==> src/rtl/cpu_io_bridge_pkg.sv <==
// Shared definitions for the CPU I/O bridge: data width and interrupt FSM states.
package cpu_io_pkg;

  localparam int DATA_W = 8;

  typedef enum logic [1:0] {
    IDLE  = 2'd0,
    PULSE = 2'd1,
    WAIT  = 2'd2
  } int_state_e;

endpackage

==> src/rtl/cpu_io_bridge_if.sv <==
// Bus bundle between the CPU/external side (master) and the bridge (slave).
interface cpu_io_bridge_if;
  import cpu_io_pkg::*;

  logic [DATA_W-1:0] ext_rx_data;
  logic              ext_rx_valid;
  logic              ext_rx_ready;
  logic [DATA_W-1:0] i_port;
  logic              cpu_in_rd;
  logic              int_sig;
  logic [DATA_W-1:0] o_port;
  logic              cpu_out_wr;
  logic [DATA_W-1:0] ext_tx_data;
  logic              ext_tx_valid;
  logic              ext_tx_ready;
  logic              tx_drop;

  modport master (
    output ext_rx_data, ext_rx_valid, cpu_in_rd, o_port, cpu_out_wr, ext_tx_ready,
    input  ext_rx_ready, i_port, int_sig, ext_tx_data, ext_tx_valid, tx_drop
  );

  modport slave (
    input  ext_rx_data, ext_rx_valid, cpu_in_rd, o_port, cpu_out_wr, ext_tx_ready,
    output ext_rx_ready, i_port, int_sig, ext_tx_data, ext_tx_valid, tx_drop
  );

endinterface

==> src/rtl/cpu_io_bridge_sync_fifo.sv <==
// Single-clock FIFO with a combinational head output (zero when empty).
// A push into a full FIFO is accepted only when a pop happens in the same cycle.
module sync_fifo #(
  parameter int WIDTH = 8,
  parameter int DEPTH = 4
) (
  input  logic             clk,
  input  logic             rst,
  input  logic             push,
  input  logic             pop,
  input  logic [WIDTH-1:0] din,
  output logic [WIDTH-1:0] dout,
  output logic             full,
  output logic             empty
);

  localparam int AW = $clog2(DEPTH);

  logic [WIDTH-1:0] mem_q [DEPTH];
  logic [AW-1:0]    wr_ptr_q;
  logic [AW-1:0]    rd_ptr_q;
  logic [AW:0]      count_q;
  logic             push_ok;
  logic             pop_ok;

  assign full    = (count_q == (AW+1)'(DEPTH));
  assign empty   = (count_q == {(AW+1){1'b0}});
  assign pop_ok  = pop & ~empty;
  assign push_ok = push & (~full | pop_ok);
  assign dout    = empty ? {WIDTH{1'b0}} : mem_q[rd_ptr_q];

  always_ff @(posedge clk or posedge rst) begin
    if (rst) begin
      for (int i = 0; i < DEPTH; i++) begin
        mem_q[i] <= {WIDTH{1'b0}};
      end
      wr_ptr_q <= {AW{1'b0}};
      rd_ptr_q <= {AW{1'b0}};
      count_q  <= {(AW+1){1'b0}};
    end else begin
      if (push_ok) begin
        mem_q[wr_ptr_q] <= din;
        wr_ptr_q        <= wr_ptr_q + AW'(1);
      end
      if (pop_ok) begin
        rd_ptr_q <= rd_ptr_q + AW'(1);
      end
      case ({push_ok, pop_ok})
        2'b10:   count_q <= count_q + (AW+1)'(1);
        2'b01:   count_q <= count_q - (AW+1)'(1);
        default: count_q <= count_q;
      endcase
    end
  end

endmodule

==> src/rtl/cpu_io_bridge.sv <==
// CPU I/O bridge: RX FIFO feeding i_port with interrupt pulses, TX FIFO draining o_port writes.
// Optional internal TX->RX path enabled by defining IO_LOOPBACK_EN.
module cpu_io_bridge
  import cpu_io_pkg::*;
#(
  parameter int RX_DEPTH   = 4,
  parameter int TX_DEPTH   = 4,
  parameter int INT_CYCLES = 2
) (
  input  logic clk,
  input  logic rst,
`ifdef IO_LOOPBACK_EN
  input  logic loopback,
`endif
  cpu_io_bridge_if.slave io
);

  localparam int CNT_W = $clog2(INT_CYCLES + 1);

  logic [DATA_W-1:0] rx_din;
  logic [DATA_W-1:0] rx_dout;
  logic [DATA_W-1:0] tx_dout;
  logic              rx_push;
  logic              rx_pop;
  logic              rx_full;
  logic              rx_empty;
  logic              tx_pop;
  logic              tx_full;
  logic              tx_empty;
  logic              rx_ready;
  logic              tx_valid;
  logic              drop_d;
  logic              drop_q;
  int_state_e        state_q;
  logic [CNT_W-1:0]  cnt_q;
  logic              int_q;

  // Route RX source and TX sink either to the external ports or to each other.
  always_comb begin
    rx_push  = 1'b0;
    rx_din   = {DATA_W{1'b0}};
    tx_pop   = 1'b0;
    rx_ready = 1'b0;
    tx_valid = 1'b0;
`ifdef IO_LOOPBACK_EN
    if (loopback) begin
      rx_push = ~tx_empty & ~rx_full;
      rx_din  = tx_dout;
      tx_pop  = ~tx_empty & ~rx_full;
    end else begin
      rx_ready = ~rx_full;
      tx_valid = ~tx_empty;
      rx_push  = io.ext_rx_valid & rx_ready;
      rx_din   = io.ext_rx_data;
      tx_pop   = tx_valid & io.ext_tx_ready;
    end
`else
    rx_ready = ~rx_full;
    tx_valid = ~tx_empty;
    rx_push  = io.ext_rx_valid & rx_ready;
    rx_din   = io.ext_rx_data;
    tx_pop   = tx_valid & io.ext_tx_ready;
`endif
  end

  assign rx_pop = io.cpu_in_rd & ~rx_empty;
  assign drop_d = drop_q | (io.cpu_out_wr & tx_full & ~tx_pop);

  sync_fifo #(.WIDTH(DATA_W), .DEPTH(RX_DEPTH)) u_rx_fifo (
    .clk   (clk),
    .rst   (rst),
    .push  (rx_push),
    .pop   (rx_pop),
    .din   (rx_din),
    .dout  (rx_dout),
    .full  (rx_full),
    .empty (rx_empty)
  );

  sync_fifo #(.WIDTH(DATA_W), .DEPTH(TX_DEPTH)) u_tx_fifo (
    .clk   (clk),
    .rst   (rst),
    .push  (io.cpu_out_wr),
    .pop   (tx_pop),
    .din   (io.o_port),
    .dout  (tx_dout),
    .full  (tx_full),
    .empty (tx_empty)
  );

  // Sticky record of a CPU write lost to a full TX FIFO.
  always_ff @(posedge clk or posedge rst) begin
    if (rst) begin
      drop_q <= 1'b0;
    end else begin
      drop_q <= drop_d;
    end
  end

  // Interrupt FSM: a read during the pulse aborts it; WAIT holds off until the CPU reads.
  always_ff @(posedge clk or posedge rst) begin
    if (rst) begin
      state_q <= IDLE;
      cnt_q   <= {CNT_W{1'b0}};
      int_q   <= 1'b0;
    end else begin
      case (state_q)
        IDLE: begin
          if (!rx_empty) begin
            state_q <= PULSE;
            cnt_q   <= CNT_W'(INT_CYCLES - 1);
            int_q   <= 1'b1;
          end else begin
            int_q   <= 1'b0;
          end
        end
        PULSE: begin
          if (rx_pop) begin
            state_q <= IDLE;
            int_q   <= 1'b0;
          end else if (cnt_q == {CNT_W{1'b0}}) begin
            state_q <= WAIT;
            int_q   <= 1'b0;
          end else begin
            cnt_q   <= cnt_q - CNT_W'(1);
            int_q   <= 1'b1;
          end
        end
        WAIT: begin
          int_q <= 1'b0;
          if (rx_pop) begin
            state_q <= IDLE;
          end else begin
            state_q <= WAIT;
          end
        end
        default: begin
          state_q <= IDLE;
          cnt_q   <= {CNT_W{1'b0}};
          int_q   <= 1'b0;
        end
      endcase
    end
  end

  assign io.ext_rx_ready = rx_ready;
  assign io.ext_tx_valid = tx_valid;
  assign io.ext_tx_data  = tx_dout;
  assign io.i_port       = rx_dout;
  assign io.int_sig      = int_q;
  assign io.tx_drop      = drop_q;

endmodule
==> src/flat_wrapper.sv <==
// flat-port wrapper written by rule: the top's interface ports become plain ports
module cpu_io_bridge_flat import cpu_io_pkg::*;
#(
  parameter int RX_DEPTH   = 4,
  parameter int TX_DEPTH   = 4,
  parameter int INT_CYCLES = 2
)
  (clk, rst, io_ext_rx_data, io_ext_rx_valid, io_cpu_in_rd, io_o_port, io_cpu_out_wr, io_ext_tx_ready, io_ext_rx_ready, io_i_port, io_int_sig, io_ext_tx_data, io_ext_tx_valid, io_tx_drop);
  cpu_io_bridge_if io_i ();
  input  logic clk;
  input  logic rst;
  input wire logic [$bits(io_i.ext_rx_data)-1:0] io_ext_rx_data;
  input wire logic [$bits(io_i.ext_rx_valid)-1:0] io_ext_rx_valid;
  input wire logic [$bits(io_i.cpu_in_rd)-1:0] io_cpu_in_rd;
  input wire logic [$bits(io_i.o_port)-1:0] io_o_port;
  input wire logic [$bits(io_i.cpu_out_wr)-1:0] io_cpu_out_wr;
  input wire logic [$bits(io_i.ext_tx_ready)-1:0] io_ext_tx_ready;
  output wire logic [$bits(io_i.ext_rx_ready)-1:0] io_ext_rx_ready;
  output wire logic [$bits(io_i.i_port)-1:0] io_i_port;
  output wire logic [$bits(io_i.int_sig)-1:0] io_int_sig;
  output wire logic [$bits(io_i.ext_tx_data)-1:0] io_ext_tx_data;
  output wire logic [$bits(io_i.ext_tx_valid)-1:0] io_ext_tx_valid;
  output wire logic [$bits(io_i.tx_drop)-1:0] io_tx_drop;
  assign io_i.ext_rx_data = io_ext_rx_data;
  assign io_i.ext_rx_valid = io_ext_rx_valid;
  assign io_i.cpu_in_rd = io_cpu_in_rd;
  assign io_i.o_port = io_o_port;
  assign io_i.cpu_out_wr = io_cpu_out_wr;
  assign io_i.ext_tx_ready = io_ext_tx_ready;
  assign io_ext_rx_ready = io_i.ext_rx_ready;
  assign io_i_port = io_i.i_port;
  assign io_int_sig = io_i.int_sig;
  assign io_ext_tx_data = io_i.ext_tx_data;
  assign io_ext_tx_valid = io_i.ext_tx_valid;
  assign io_tx_drop = io_i.tx_drop;
  cpu_io_bridge #(.RX_DEPTH(RX_DEPTH), .TX_DEPTH(TX_DEPTH), .INT_CYCLES(INT_CYCLES)) u_core (.clk(clk), .rst(rst), .io(io_i));
endmodule
==> config.mk <==
export PLATFORM = sky130hd
export DESIGN_NAME = cpu_io_bridge_flat
export DESIGN_NICKNAME = d
export VERILOG_FILES = /design/src/rtl/cpu_io_bridge_pkg.sv /design/src/rtl/cpu_io_bridge_if.sv /design/src/rtl/cpu_io_bridge_sync_fifo.sv /design/src/rtl/cpu_io_bridge.sv /design/src/flat_wrapper.sv
export SDC_FILE = /design/constraint.sdc
export NUM_CORES = 1
export LEC_CHECK = 0
export ABC_AREA = 1
export CORE_MARGIN = 10
export CORE_UTILIZATION = 58
export CTS_BUF_LIST = sky130_fd_sc_hd__clkbuf_8
export DETAILED_ROUTE_END_ITERATION = 8
export PLACE_DENSITY = 0.86
export SETUP_SLACK_MARGIN = 0.1
export SLEW_MARGIN = 40
export SYNTH_ARGS = -nofsm -noshare
export SYNTH_HDL_FRONTEND = slang
export SYNTH_SLANG_ARGS = --single-unit
==> constraint.sdc <==
create_clock -name clk -period 3.3 [get_ports clk]
set_input_delay 0.495 -clock clk [delete_from_list [all_inputs] [get_ports clk]]
set_output_delay 0.495 -clock clk [all_outputs]
set_load 0.03 [all_outputs]
==> run_results.csv <==
group,metric,value,unit
outcome,status,"completed",
clocking,clk_pin_slew,0.09,ns
pwr,p_per_area,1100,nW/µm²
sta,grt_setup_unrepaired,"false",
clocking,postCtsSetupBuffers,0,
final_layout,fin_nets,560,
sta,slew_headroom,53.3,%
clocking,cts_resized,0,
clocking,cts_tree,"yes",
logic_synthesis,synth_warnings,0,
drt,drc,0,
sta,max_clock_freq,351,MHz
critical_path,path_class,"reg -> out",
drt,drt_iter0_drc,130,
floorplan,core_area,6870,µm²
logic_synthesis,synth-seq-cells,84,
final_layout,final_cell_mix,"106 x nand2_1, 83 x dfrtp_1, 65 x o21ai_0",
global_routing,grt_pass1_wl,15.3,mm
logic_synthesis,synthMuxAreaShare,0,%
sta,tns,0,ns
sta,setup_viol_count_final,0,
logic_synthesis,avgSynthCellArea,8.58,µm²
hold_path,hp-class,"reg -> reg",
clocking,cts_max_level,3,
critical_path,endpoint_kind,"output port",
final_layout,insertedDiodeCount,0,
floorplan,pin_count,42,
floorplan,die_h,105,µm
logic_synthesis,synth_top_family_by_area,"simple AND/OR/NAND/NOR gates",
clocking,insertion_delay,0.36,ns
logic_synthesis,synth-xor-area-share,1.68,%
run,maxCapViolCount,0,
floorplan,num_rows,30,
global_routing,grt_overflow,0,
floorplan,initial_core_util,60.6,%
logic_synthesis,synth_top_area_share,50.5,%
logic_synthesis,synthSimpleGateAreaFrac,17.1,%
final_layout,syn_to_final_growth,15.2,%
logic_synthesis,yosysUniqueCellTypes,28,
sta,fin_crit_sh,86.3,%
drt,firstDrtPassIters,4,
clocking,clock_sinks,84,
logic_synthesis,ys_seq_area_share,50.5,%
sta,tightestPinTransition,0.700,ns
pwr,total_power,5250,µW
critical_path,worstPathMaxFanout,18,
placement,gp_congestion,0.861,
drt,num_vias,3291,
clocking,root_buffer,"clkbuf_8",
logic_synthesis,synth_compound_area_share,16.9,%
global_routing,grt_max_degree,45,
sta,drv_slew,0,
placement,post-dp-hpwl,5.92,mm
global_routing,antenna_found_initial,0,
pwr,leakagePower,0.00229,µW
logic_synthesis,synth_edf_count,0,
drt,viasPerCell,5.29,
drt,routed_wl,8.70,mm
clocking,cts_buffers,9,
logic_synthesis,synth_area_leader_cell,"dfrtp_1",
floorplan,die_w,105,µm
global_routing,grt_usage,16.5,%
floorplan,dieArea,11000,µm²
critical_path,start_kind,"flip-flop",
sta,skew,0.0154,ns
sta,fin_crit,2.85,ns
logic_synthesis,syn_area,4160,µm²
logic_synthesis,synthFlopType,"dfrtp_1",
logic_synthesis,synthAdderAreaFrac,5.47,%
clocking,clockBufferDepth,2,
pwr,irDropWorstVdd,0.700,mV
final_layout,drive_gt1_share,7.60,%
drt,ant_nets,0,
drt,wl_per_cell,14.0,µm
final_layout,layout_commonest_cell,"nand2_1",
global_routing,grt_pass1_vias,3355,
critical_path,arrival,2.35,ns
clocking,hold_buffers,0,
logic_synthesis,synthArstFlopShare,100,%
logic_synthesis,synth.area.top_cells,"dfrtp_1 51%, nand2_1 9.6%, o21ai_0 7.8%, inv_1 5.0%, ha_1 4.5%",
logic_synthesis,synth_nets,524,
placement,port_buffers,41,
sta,final-hold-violation-count,0,
critical_path,crit_required,2.80,ns
logic_synthesis,synthCells,485,
[registers in the layout, summed over array words and instances (netlist names), 2 cells and up]
signal / cells
u_core.u_rx_fifo.count_q: 3
u_core.u_rx_fifo.rd_ptr_q: 2
u_core.u_tx_fifo.wr_ptr_q: 2
u_core.u_rx_fifo.mem_q: 32
u_core.u_tx_fifo.count_q: 3
u_core.u_tx_fifo.rd_ptr_q: 2
u_core.u_tx_fifo.mem_q: 32
u_core.cnt_q: 2
u_core.u_rx_fifo.wr_ptr_q: 2
u_core.state_q: 2
[final timing paths]
kind,startpoint,endpoint,slack [ns],cells past startpoint
min in group asynchronous,rst,u_core.io.tx_drop,0.54,2
min reg2reg,u_core.io.tx_drop,u_core.io.tx_drop,0.49,1
max in group asynchronous,rst,u_core.u_rx_fifo.mem_q[5],2.10,3
max,u_core.u_rx_fifo.rd_ptr_q[0],io_i_port[5],0.45,4
min,u_core.io.tx_drop,u_core.io.tx_drop,0.49,1
max reg2reg,u_core.u_tx_fifo.count_q[1],u_core.u_tx_fifo.count_q[2],1.10,9
[cell type report]
class / count / area [µm²]
sequential: 84 / 2100
fill: 535 / 2080
multi-input combinational: 326 / 1720
timing repair buffer: 42 / 430
inverter: 58 / 224
clock buffer: 9 / 124
tap: 96 / 120
clock inverter: 7 / 76.3
[power breakdown]
group | internal (µW) | switching, µW
Sequential | 1520 | 380
Clock | 353 | 387
Combinational | 1010 | 1600
Total | 2880 | 2370
[cell families (layout without fill, tap and decap cells)]
group / count (synthesis) / in the layout
DFF: 84 / 84
adders and majority gates: 17 / 17
buffers and inverters: 75 / 116
and+or+nand+nor: 168 / 168
xor gates and xnor gates: 8 / 8
AOI/OAI and AO/OA: 133 / 133
[critical path: stages (launching register included)]
cell,delay (ns)
dfrtp_1,0.62
inv_2,0.32
o21ai_0,0.13
a21oi_1,0.21
clkdlybuf4s50_1,0.71
[cell usage after synthesis, types with 2 or more instances]
library cell	instances
o21ai_1	28
inv_1	55
clkbuf_2	2
nor2_2	4
nand2_1	106
o211ai_1	8
clkbuf_1	3
xor2_1	6
o21ai_0	65
nand2_4	6
buf_6	6
nand3_1	4
nand2_2	2
a21oi_1	27
nor2_4	2
buf_2	5
nor2_1	43
dfrtp_1	84
fa_1	2
ha_1	15
xnor2_1	2
o21ai_2	4
[metal layers]
| metal | track usage (%) | up-vias | part of all wire [%] | routed length (µm) |
|---|---|---|---|---|
| li1 | - | 1623 | - | - |
| met4 | 5.69 | 0 | 1.4 | 120 |
| met2 | 27.7 | 115 | 48 | 4180 |
| met1 | 19.4 | 1539 | 43 | 3750 |
| met3 | 5.53 | 14 | 7.4 | 646 |
| met5 | 0 | - | 0 | 0 |
[metrics by stage]
stage | instance area, µm² | setup slack, ns | util, % | hold WS [ns] | std cells
after floorplan | 4160 | 0.640 | - | 0.442 | 485
after CTS | 4790 | 0.275 | 69.8 | 0.491 | 622
final | 4790 | 0.453 | 69.8 | 0.487 | 622
after global placement | 4590 | 0.704 | 66.8 | 0.459 | 606
after global routing | 4790 | 0.342 | 69.8 | 0.508 | 622
after detailed placement | 4590 | 0.633 | 66.8 | 0.464 | 606
No activity file was read; power rests on OpenSTA's default activity.
